[config.mk]
export PLATFORM = sky130hd
export DESIGN_NAME = nl_vc_inject_scheduler
export DESIGN_NICKNAME = d
export VERILOG_FILES = /design/src/rtl/nl_vc_inject_scheduler.sv
export SDC_FILE = /design/constraint.sdc
export NUM_CORES = 1
export LEC_CHECK = 0
export CAP_MARGIN = 30
export CORE_MARGIN = 2
export CORE_UTILIZATION = 41
export CTS_BUF_LIST = sky130_fd_sc_hd__clkbuf_8
export CTS_CLUSTER_SIZE = 10
export DETAILED_ROUTE_END_ITERATION = 12
export GPL_ROUTABILITY_DRIVEN = 0
export HOLD_SLACK_MARGIN = 0.03
export PLACE_DENSITY_LB_ADDON = 0.1
export SLEW_MARGIN = 10
export SYNTH_ARGS = -nofsm -noshare
export SYNTH_HDL_FRONTEND = slang
export SYNTH_SLANG_ARGS = --single-unit
[constraint.sdc]
create_clock -name clk -period 9.5 [get_ports clk]
set_clock_uncertainty 0.15 [all_clocks]
set_input_delay 1.9 -clock clk [delete_from_list [all_inputs] [get_ports clk]]
set_output_delay 1.9 -clock clk [all_outputs]
set_load 0.01 [all_outputs]
[src/rtl/nl_vc_inject_scheduler.sv]
// nl_vc_inject_scheduler: shares one router injection port between nr source FIFOs.
//   Binds each packet to a free entry VC on its head flit and keeps that binding until the tail.
//   Picks at most one flit per cycle, round-robin across requesters. Grant is combinational (same-cycle pop).
// Ports:
//   req_valid/req_head/req_tail : per-requester flit at FIFO head
//   net_full/net_empty          : per-VC router buffer status
//   grant/out_valid/out_vc/out_src : pop, valid, one-hot VC stamp, mux select
//   pkt_count/proto_err         : wrapping tail counter, sticky protocol-violation flag
module nl_vc_inject_scheduler #(
  parameter int nr    = 4,
  parameter int nv    = 4,
  parameter int cnt_w = 32
) (
  input  logic                  clk,
  input  logic                  rst_n,
  input  logic [nr-1:0]         req_valid,
  input  logic [nr-1:0]         req_head,
  input  logic [nr-1:0]         req_tail,
  input  logic [nv-1:0]         net_full,
  input  logic [nv-1:0]         net_empty,
  output logic [nr-1:0]         grant,
  output logic                  out_valid,
  output logic [nv-1:0]         out_vc,
  output logic [$clog2(nr)-1:0] out_src,
  output logic [cnt_w-1:0]      pkt_count,
  output logic                  proto_err
);
  localparam int sw = $clog2(nr);
  localparam int vw = (nv > 1) ? $clog2(nv) : 1;

  // Cyclic offset helpers used by both pointer searches and pointer updates.
  function automatic logic [vw-1:0] vc_at(logic [vw-1:0] base, int k);
    return vw'((int'(base) + k) % nv);
  endfunction

  function automatic logic [sw-1:0] req_at(logic [sw-1:0] base, int k);
    return sw'((int'(base) + k) % nr);
  endfunction

  // State: vc_busy_q is the per-VC FREE(0)/BOUND(1) state.
  logic [nv-1:0]    vc_busy_q, vc_busy_d;
  logic [nr-1:0]    bound_q, bound_d;
  logic [vw-1:0]    bound_vc_q [nr];
  logic [vw-1:0]    bound_vc_d [nr];
  logic [sw-1:0]    rr_ptr_q, rr_ptr_d;
  logic [vw-1:0]    vc_ptr_q, vc_ptr_d;
  logic [cnt_w-1:0] pkt_count_d;
  logic             proto_err_d;

  logic             free_found;
  logic [vw-1:0]    free_vc;
  logic [nr-1:0]    elig;
  logic [nr-1:0]    viol;
  logic             win_found;
  logic [sw-1:0]    win;

  // Eligibility and arbitration. Only one head can win per cycle, so a single
  // free-VC candidate is enough.
  always_comb begin
    free_found = 1'b0;
    free_vc    = '0;
    for (int k = 0; k < nv; k++) begin
      if (!free_found && !vc_busy_q[vc_at(vc_ptr_q, k)] &&
          net_empty[vc_at(vc_ptr_q, k)] && !net_full[vc_at(vc_ptr_q, k)]) begin
        free_found = 1'b1;
        free_vc    = vc_at(vc_ptr_q, k);
      end
    end

    elig = '0;
    viol = '0;
    for (int i = 0; i < nr; i++) begin
      if (bound_q[i]) begin
        elig[i] = req_valid[i] & ~req_head[i] & ~net_full[bound_vc_q[i]];
        viol[i] = req_valid[i] & req_head[i];
      end else begin
        elig[i] = req_valid[i] & req_head[i] & free_found;
        viol[i] = req_valid[i] & ~req_head[i];
      end
    end

    // rst_n gates the grant so nothing pops while the block is held in reset.
    win_found = 1'b0;
    win       = '0;
    for (int k = 0; k < nr; k++) begin
      if (rst_n && !win_found && elig[req_at(rr_ptr_q, k)]) begin
        win_found = 1'b1;
        win       = req_at(rr_ptr_q, k);
      end
    end
  end

  // State register.
  always_ff @(posedge clk or negedge rst_n) begin
    if (!rst_n) begin
      vc_busy_q <= '0;
      bound_q   <= '0;
      for (int i = 0; i < nr; i++) bound_vc_q[i] <= '0;
      rr_ptr_q  <= '0;
      vc_ptr_q  <= '0;
      pkt_count <= '0;
      proto_err <= 1'b0;
    end else begin
      vc_busy_q  <= vc_busy_d;
      bound_q    <= bound_d;
      bound_vc_q <= bound_vc_d;
      rr_ptr_q   <= rr_ptr_d;
      vc_ptr_q   <= vc_ptr_d;
      pkt_count  <= pkt_count_d;
      proto_err  <= proto_err_d;
    end
  end

  // Next state. A granted head&tail flit never binds, so its VC stays FREE.
  always_comb begin
    vc_busy_d   = vc_busy_q;
    bound_d     = bound_q;
    bound_vc_d  = bound_vc_q;
    rr_ptr_d    = rr_ptr_q;
    vc_ptr_d    = vc_ptr_q;
    pkt_count_d = pkt_count;
    proto_err_d = proto_err | (|viol);
    if (win_found) begin
      rr_ptr_d = req_at(win, 1);
      if (!bound_q[win]) begin
        vc_ptr_d = vc_at(free_vc, 1);
        if (!req_tail[win]) begin
          bound_d[win]       = 1'b1;
          bound_vc_d[win]    = free_vc;
          vc_busy_d[free_vc] = 1'b1;
        end
      end else if (req_tail[win]) begin
        bound_d[win]                = 1'b0;
        vc_busy_d[bound_vc_q[win]] = 1'b0;
      end
      if (req_tail[win]) pkt_count_d = pkt_count + 1'b1;
    end
  end

  // Outputs.
  always_comb begin
    grant     = '0;
    out_valid = 1'b0;
    out_vc    = '0;
    out_src   = '0;
    if (win_found) begin
      grant[win] = 1'b1;
      out_valid  = 1'b1;
      out_src    = win;
      if (bound_q[win]) out_vc[bound_vc_q[win]] = 1'b1;
      else              out_vc[free_vc]         = 1'b1;
    end
  end

  // Router status must be known whenever a source is requesting.
  assert property (@(posedge clk) disable iff (!rst_n)
                   (|req_valid) |-> !$isunknown({net_full, net_empty}));

endmodule

# ---- Yosys cells after proc, flatten, opt, wreduce, memory -nomap -nowiden
# Index checks and enable logic that the tools add are counted.
# W data, S select, Z words.
dict set report totals {
  elab_cells 207
  regBits 53
  out_inout_bits 44
  input_bits 22
}
dict set report classes {
  addsub 9
  n_lt_le_gt_ge 20
  bitwise_logic 34
  n_eq_ne 2
  muxes 91
  n_reduce_logical 41
}
# operator n
set op_table {}
lappend op_table {{$lt A2 B3 Y1 const B} 15}
lappend op_table {{$bmux W1 S2} 22}
lappend op_table {{$mux W1} 42}
lappend op_table {{$mux W4} 9}
lappend op_table {{$add A32 B1 Y32 const B} 1}
lappend op_table {{$mux W2} 12}
lappend op_table {{$logic_and A1 B1 Y1} 22}
lappend op_table {{$and A1 B1 Y1} 16}
lappend op_table {{$logic_not A1 Y1} 14}
lappend op_table {{$not A1 Y1} 10}
lappend op_table {{$add A2 B1 Y2 const B} 4}
lappend op_table {{$add A2 B2 Y2 const B} 4}
lappend op_table {{$and A4 B4 Y4} 2}
lappend op_table {{$bwmux W8} 1}
lappend op_table {{$not A4 Y4} 2}
lappend op_table {{$or A4 B4 Y4} 2}
lappend op_table {{$demux W1 S2} 3}
lappend op_table {{$ge A2 B1 Y1 const B} 3}
lappend op_table {{$reduce_and A3 Y1} 2}
lappend op_table {{$bmux W2 S2} 1}
lappend op_table {{$demux W2 S2} 1}
lappend op_table {{$reduce_and A2 Y1} 2}
lappend op_table {{$reduce_or A4 Y1} 1}
lappend op_table {{$ge A3 B3 Y1 const B} 1}
lappend op_table {{other kinds (5)} 5}

# ---- Longest topological paths before layout
dict set report logic_depth {
  word_depth 51
  mapped_depth 16
  ltp_nobuf 14
}

# ---- Worst setup path after synthesis
# Ideal clock, no wire load.
dict set report synth_timing {
  path_type {input -> output}
  start {input net_empty[3]}
  end {output out_vc[2]}
  path_slack_ns 2.608
  stages 11
  required_ns 7.450
  path_buffers 1
  arrival_ns 4.842
  cell_sequence {nor3b_1 > or4_4 > buf_6 > a41oi_2 > a211oi_1 > or2_4 > o211ai_4 > nand2_2 > mux2i_1 > mux2_2 > o41ai_1}
}
dict set report synth_via {
  elab_chain_cells 48
  word_cells_on_any_way 82
  cone_classes {order compare: 4; mux: 47; bitwise: 5; reduce/logical: 26}
}
# element line
set synth_rtl {}
lappend synth_rtl {{from (decl)} 20} ;# input logic [nv-1:0] net_empty,
lappend synth_rtl {{$bmux W1 S2} 64} ;# net_empty[vc_at(vc_ptr_q, k)] && !net_full[vc_at(vc_ptr_q, k)]) begin
lappend synth_rtl {{$mux W1 (not written as such)} 64}
lappend synth_rtl {{$logic_and A1 B1 Y1} 63} ;# if (!free_found && !vc_busy_q[vc_at(vc_ptr_q, k)] &&
lappend synth_rtl {{$logic_and A1 B1 Y1} 64}
lappend synth_rtl {{$mux W1} 63}
lappend synth_rtl {{$logic_not A1 Y1} 63}
lappend synth_rtl {{$logic_and A1 B1 Y1 (2 in a row)} 63}
lappend synth_rtl {{$logic_and A1 B1 Y1} 64}
lappend synth_rtl {{[30 not listed]} --}
lappend synth_rtl {{$bmux W2 S2} 150} ;# if (bound_q[win]) out_vc[bound_vc_q[win]] = 1'b1;
lappend synth_rtl {{$mux W2 (not written as such) (2 in a row)} 150}
lappend synth_rtl {{$lt A2 B3 Y1 (not written as such) or $ge A2 B1 Y1 (tied branches)} 150}
lappend synth_rtl {{$logic_and A1 B1 Y1 (not written as such)} 150}
lappend synth_rtl {{$mux W1 (not written as such)} 150}
lappend synth_rtl {{$demux W1 S2} 150}
lappend synth_rtl {{$mux W4} 150}
lappend synth_rtl {{$mux W4 (*)} 146} ;# if (win_found) begin
lappend synth_rtl {{to (decl)} 23} ;# output logic [nv-1:0] out_vc,
# Every way passes the cells marked *; elsewhere a longest branch is shown, timed or not. The select of a mux whose other input is x is not followed.

# ---- Worst setup path in the final report
dict set report layout_timing {
  start {input net_full[1]}
  end {output out_vc[2]}
}
dict set report layout_via {
  elab_chain_cells 48
  word_cells_on_any_way 101
  cone_classes {order compare: 4; mux: 55; bitwise: 13; reduce/logical: 29}
}
# element line
set layout_rtl {}
lappend layout_rtl {{from (decl)} 19} ;# input logic [nv-1:0] net_full,
lappend layout_rtl {{$bmux W1 S2} 64}
lappend layout_rtl {{$mux W1 (not written as such)} 64}
lappend layout_rtl {{$logic_not A1 Y1} 64}
lappend layout_rtl {{$logic_and A1 B1 Y1} 64}
lappend layout_rtl {{$mux W1} 63}
lappend layout_rtl {{$logic_not A1 Y1} 63}
lappend layout_rtl {{$logic_and A1 B1 Y1 (2 in a row)} 63}
lappend layout_rtl {{$logic_and A1 B1 Y1} 64}
lappend layout_rtl {{[30 not listed]} --}
lappend layout_rtl {{$bmux W2 S2} 150}
lappend layout_rtl {{$mux W2 (not written as such) (2 in a row)} 150}
lappend layout_rtl {{$lt A2 B3 Y1 (not written as such) or $ge A2 B1 Y1 (tied branches)} 150}
lappend layout_rtl {{$logic_and A1 B1 Y1 (not written as such)} 150}
lappend layout_rtl {{$mux W1 (not written as such)} 150}
lappend layout_rtl {{$demux W1 S2} 150}
lappend layout_rtl {{$mux W4} 150}
lappend layout_rtl {{$mux W4 (*)} 146}
# Marks and branches as above.

==> results.ini <==
[status]
status = complete, no violations

[sta]
setup-tns-final_ns = 0
setup_ws_ns = 1.43
slew_viol_final = 0
worst_slew_pin_slew_ns = 0.819
fmax_mhz = 124
rsz0062_at_grt = false
finalWorstPathRequiredPeriod_ns = 8.07
finalHoldViolCount = 0
post-route-period-util_pct = 84.9
setup_viol = 0
relSlewSlack_pct = 45.2

[placement]
io_buffers = 65
place.detailed.hpwl_um = 6300
pre_cts_ws_ns = 1.43
place_area_mm2 = 0.00414

[detailed_routing]
via_per_inst = 5.72
drt-wirelength-per-cell_um = 16.7
drt_iter0_drc = 134
drt-total-wl_um = 8410
drtAntennaViolNets = 0
dr.pass1.iters = 4
dr_total_vias = 2873
drc = 0

[cts]
clk_path_buf_depth = 2
cts_resized = 0
cts-hold-fix-buffers = 0
cts_sinks = 53
cts.clk_slew.worst_paths_ns = 0.10
cts_tree = done
cts-buffers-inserted = 5
clk_latency_ns = 0.31
cts_setup_buffers = 0
htreeDepth = 2
cts_root_buf = clkbuf_8

[power]
max-vdd-ir-drop_mv = 0.0935
p_leak_nw = 1.67
p_total_w = 0.00105
power_density_mw_per_mm2 = 248

[yosys]
netlist_instances = 334
synth_edf_count = 0
yosysSeqAreaShare_pct = 38.7
async_reset_ff_share_pct = 100
syn_avg_cell_area_um2 = 10.3
yosysUniqueCellTypes = 64
synthFlopType = dfrtp_1
ys_warn_count = 0
syn_area_mm2 = 0.00343
ys_seq_elements = 53
syn_nets = 366

[die]
rows = 33
start_util_pct = 42.0
die_h_um = 95.5
io_pins = 66
coreArea_mm2 = 0.00818
die_w_um = 95.5
dieArea_mm2 = 0.00912

[finish]
multi_input_area_mm2 = 0.00198
drive_gt1_share_pct = 8.82
layout_common_cells = 64 x clkdlybuf4s50_1, 53 x dfrtp_1, 33 x xnor2_1
regArea_mm2 = 0.00133
postLayoutCellArea_mm2 = 0.00423
fill_cells = 771
final_common_cell = clkdlybuf4s50_1
syn2layout_area_growth_pct = 23.3
nets = 428
utilization_pct = 51.7
antenna_cells = 0

[flow_run]
drv_cap = 0

[worst_setup_path]
worstPathRequired_ns = 7.45
worst_setup_path_start_kind = input pin
critPathKind = in -> out
critPathMaxFanout = 9
crit_path_end_kind = primary output
cp.arrival_ns = 6.02

[hold_path]
min_path_type = reg -> reg

[global_routing]
grt_usage_pct = 19.1
grt_max_degree = 50
grt_pass1_wl_um = 13600
grt-ovfl-total = 0
antenna_found_initial = 0
grt_pass1_vias = 2659

==> logic make-up after synthesis <==
family	Yosys count	synth area share, %
buf+inv	24	3.61
xor+xnor	34	8.68
fa+ha+maj	10	3.65
compound gates	74	19.0
simple gates	124	19.9
mux	15	6.53
flops	53	38.7
==> cells in the mapped netlist, types with 7 or more instances <==
cell	number	area share [%]
ha_1	10	3.6
xnor2_1	33	8.4
a31oi_1	7	1.3
nor3_1	8	1.2
inv_1	11	1.2
and3_1	12	2.2
a21oi_1	14	2.0
nand4_1	16	2.9
nor2_1	10	1.1
nand2_1	28	3.1
dfrtp_1	53	39
o21ai_0	12	1.8
mux2i_1	7	2.0
nand3_1	22	3.2
==> worst max-delay path, stage by stage <==
cell and delay [ns]:
clkdlybuf4s50_1 0.48, mux4_1 0.58, nor3_1 0.34, a41oi_4 0.10
a211oi_1 0.36, o21ai_1 0.19, a32oi_4 0.48, inv_4 0.14
nand2_1 0.10, a21boi_0 0.16, or2_2 0.33, o41ai_1 0.26
clkdlybuf4s50_1 0.59
==> layout make-up <==
cell class,instances,area share [%]
Clock inverter,3,0.414
Tap cell,105,3.11
Multi-Input combinational cell,257,46.8
Clock buffer,5,1.63
Timing Repair Buffer,66,15.4
Inverter,13,1.21
Sequential cell,53,31.4
==> power by group <==
group | switching [W] | internal (W) | total (W)
combinational | 0.000346 | 0.000242 | 0.000588
clock | 0.0000779 | 0.0000518 | 0.000130
sequential | 0.0000634 | 0.000269 | 0.000332
total | 0.000487 | 0.000562 | 0.00105
==> routing by layer <==
layer | GRT usage [%] | vias to the layer above | wire length [um] | share of wire (%)
met3 | 3.95 | 13 | 448 | 5.3
met1 | 28.6 | 1392 | 4050 | 48
met2 | 28.8 | 83 | 3810 | 45
met5 | 0 | - | 0 | 0
li1 | - | 1385 | - | -
met4 | 3.81 | 0 | 100 | 1.2
==> state kept, by name, summed over array words and instances (netlist names), named ones only <==
register,flops
vc_busy_q,4
pkt_count,32
proto_err,1
bound_vc_q,8
vc_ptr_q,2
rr_ptr_q,2
==> final timing paths <==
check	start	slack [ns]	end	depth (start not counted)
setup / recovery	net_full[1]	1.43	out_vc[2]	13
hold / removal	proto_err	0.33	proto_err	2
setup reg to reg	bound_vc_q[4]	4.43	vc_busy_q[0]	14
hold reg to reg	proto_err	0.33	proto_err	2
max in group asynchronous	rst_n	7.02	bound_vc_q[2]	2
min in group asynchronous	rst_n	1.29	proto_err	1
==> stage by stage <==
step,hold WS (ns),cells
after floorplan,0.323,334
after global placement,0.309,494
after detailed placement,0.312,494
after CTS,0.335,502
after global routing,0.369,502
final,0.327,502
(Power assumes the default switching activity.)
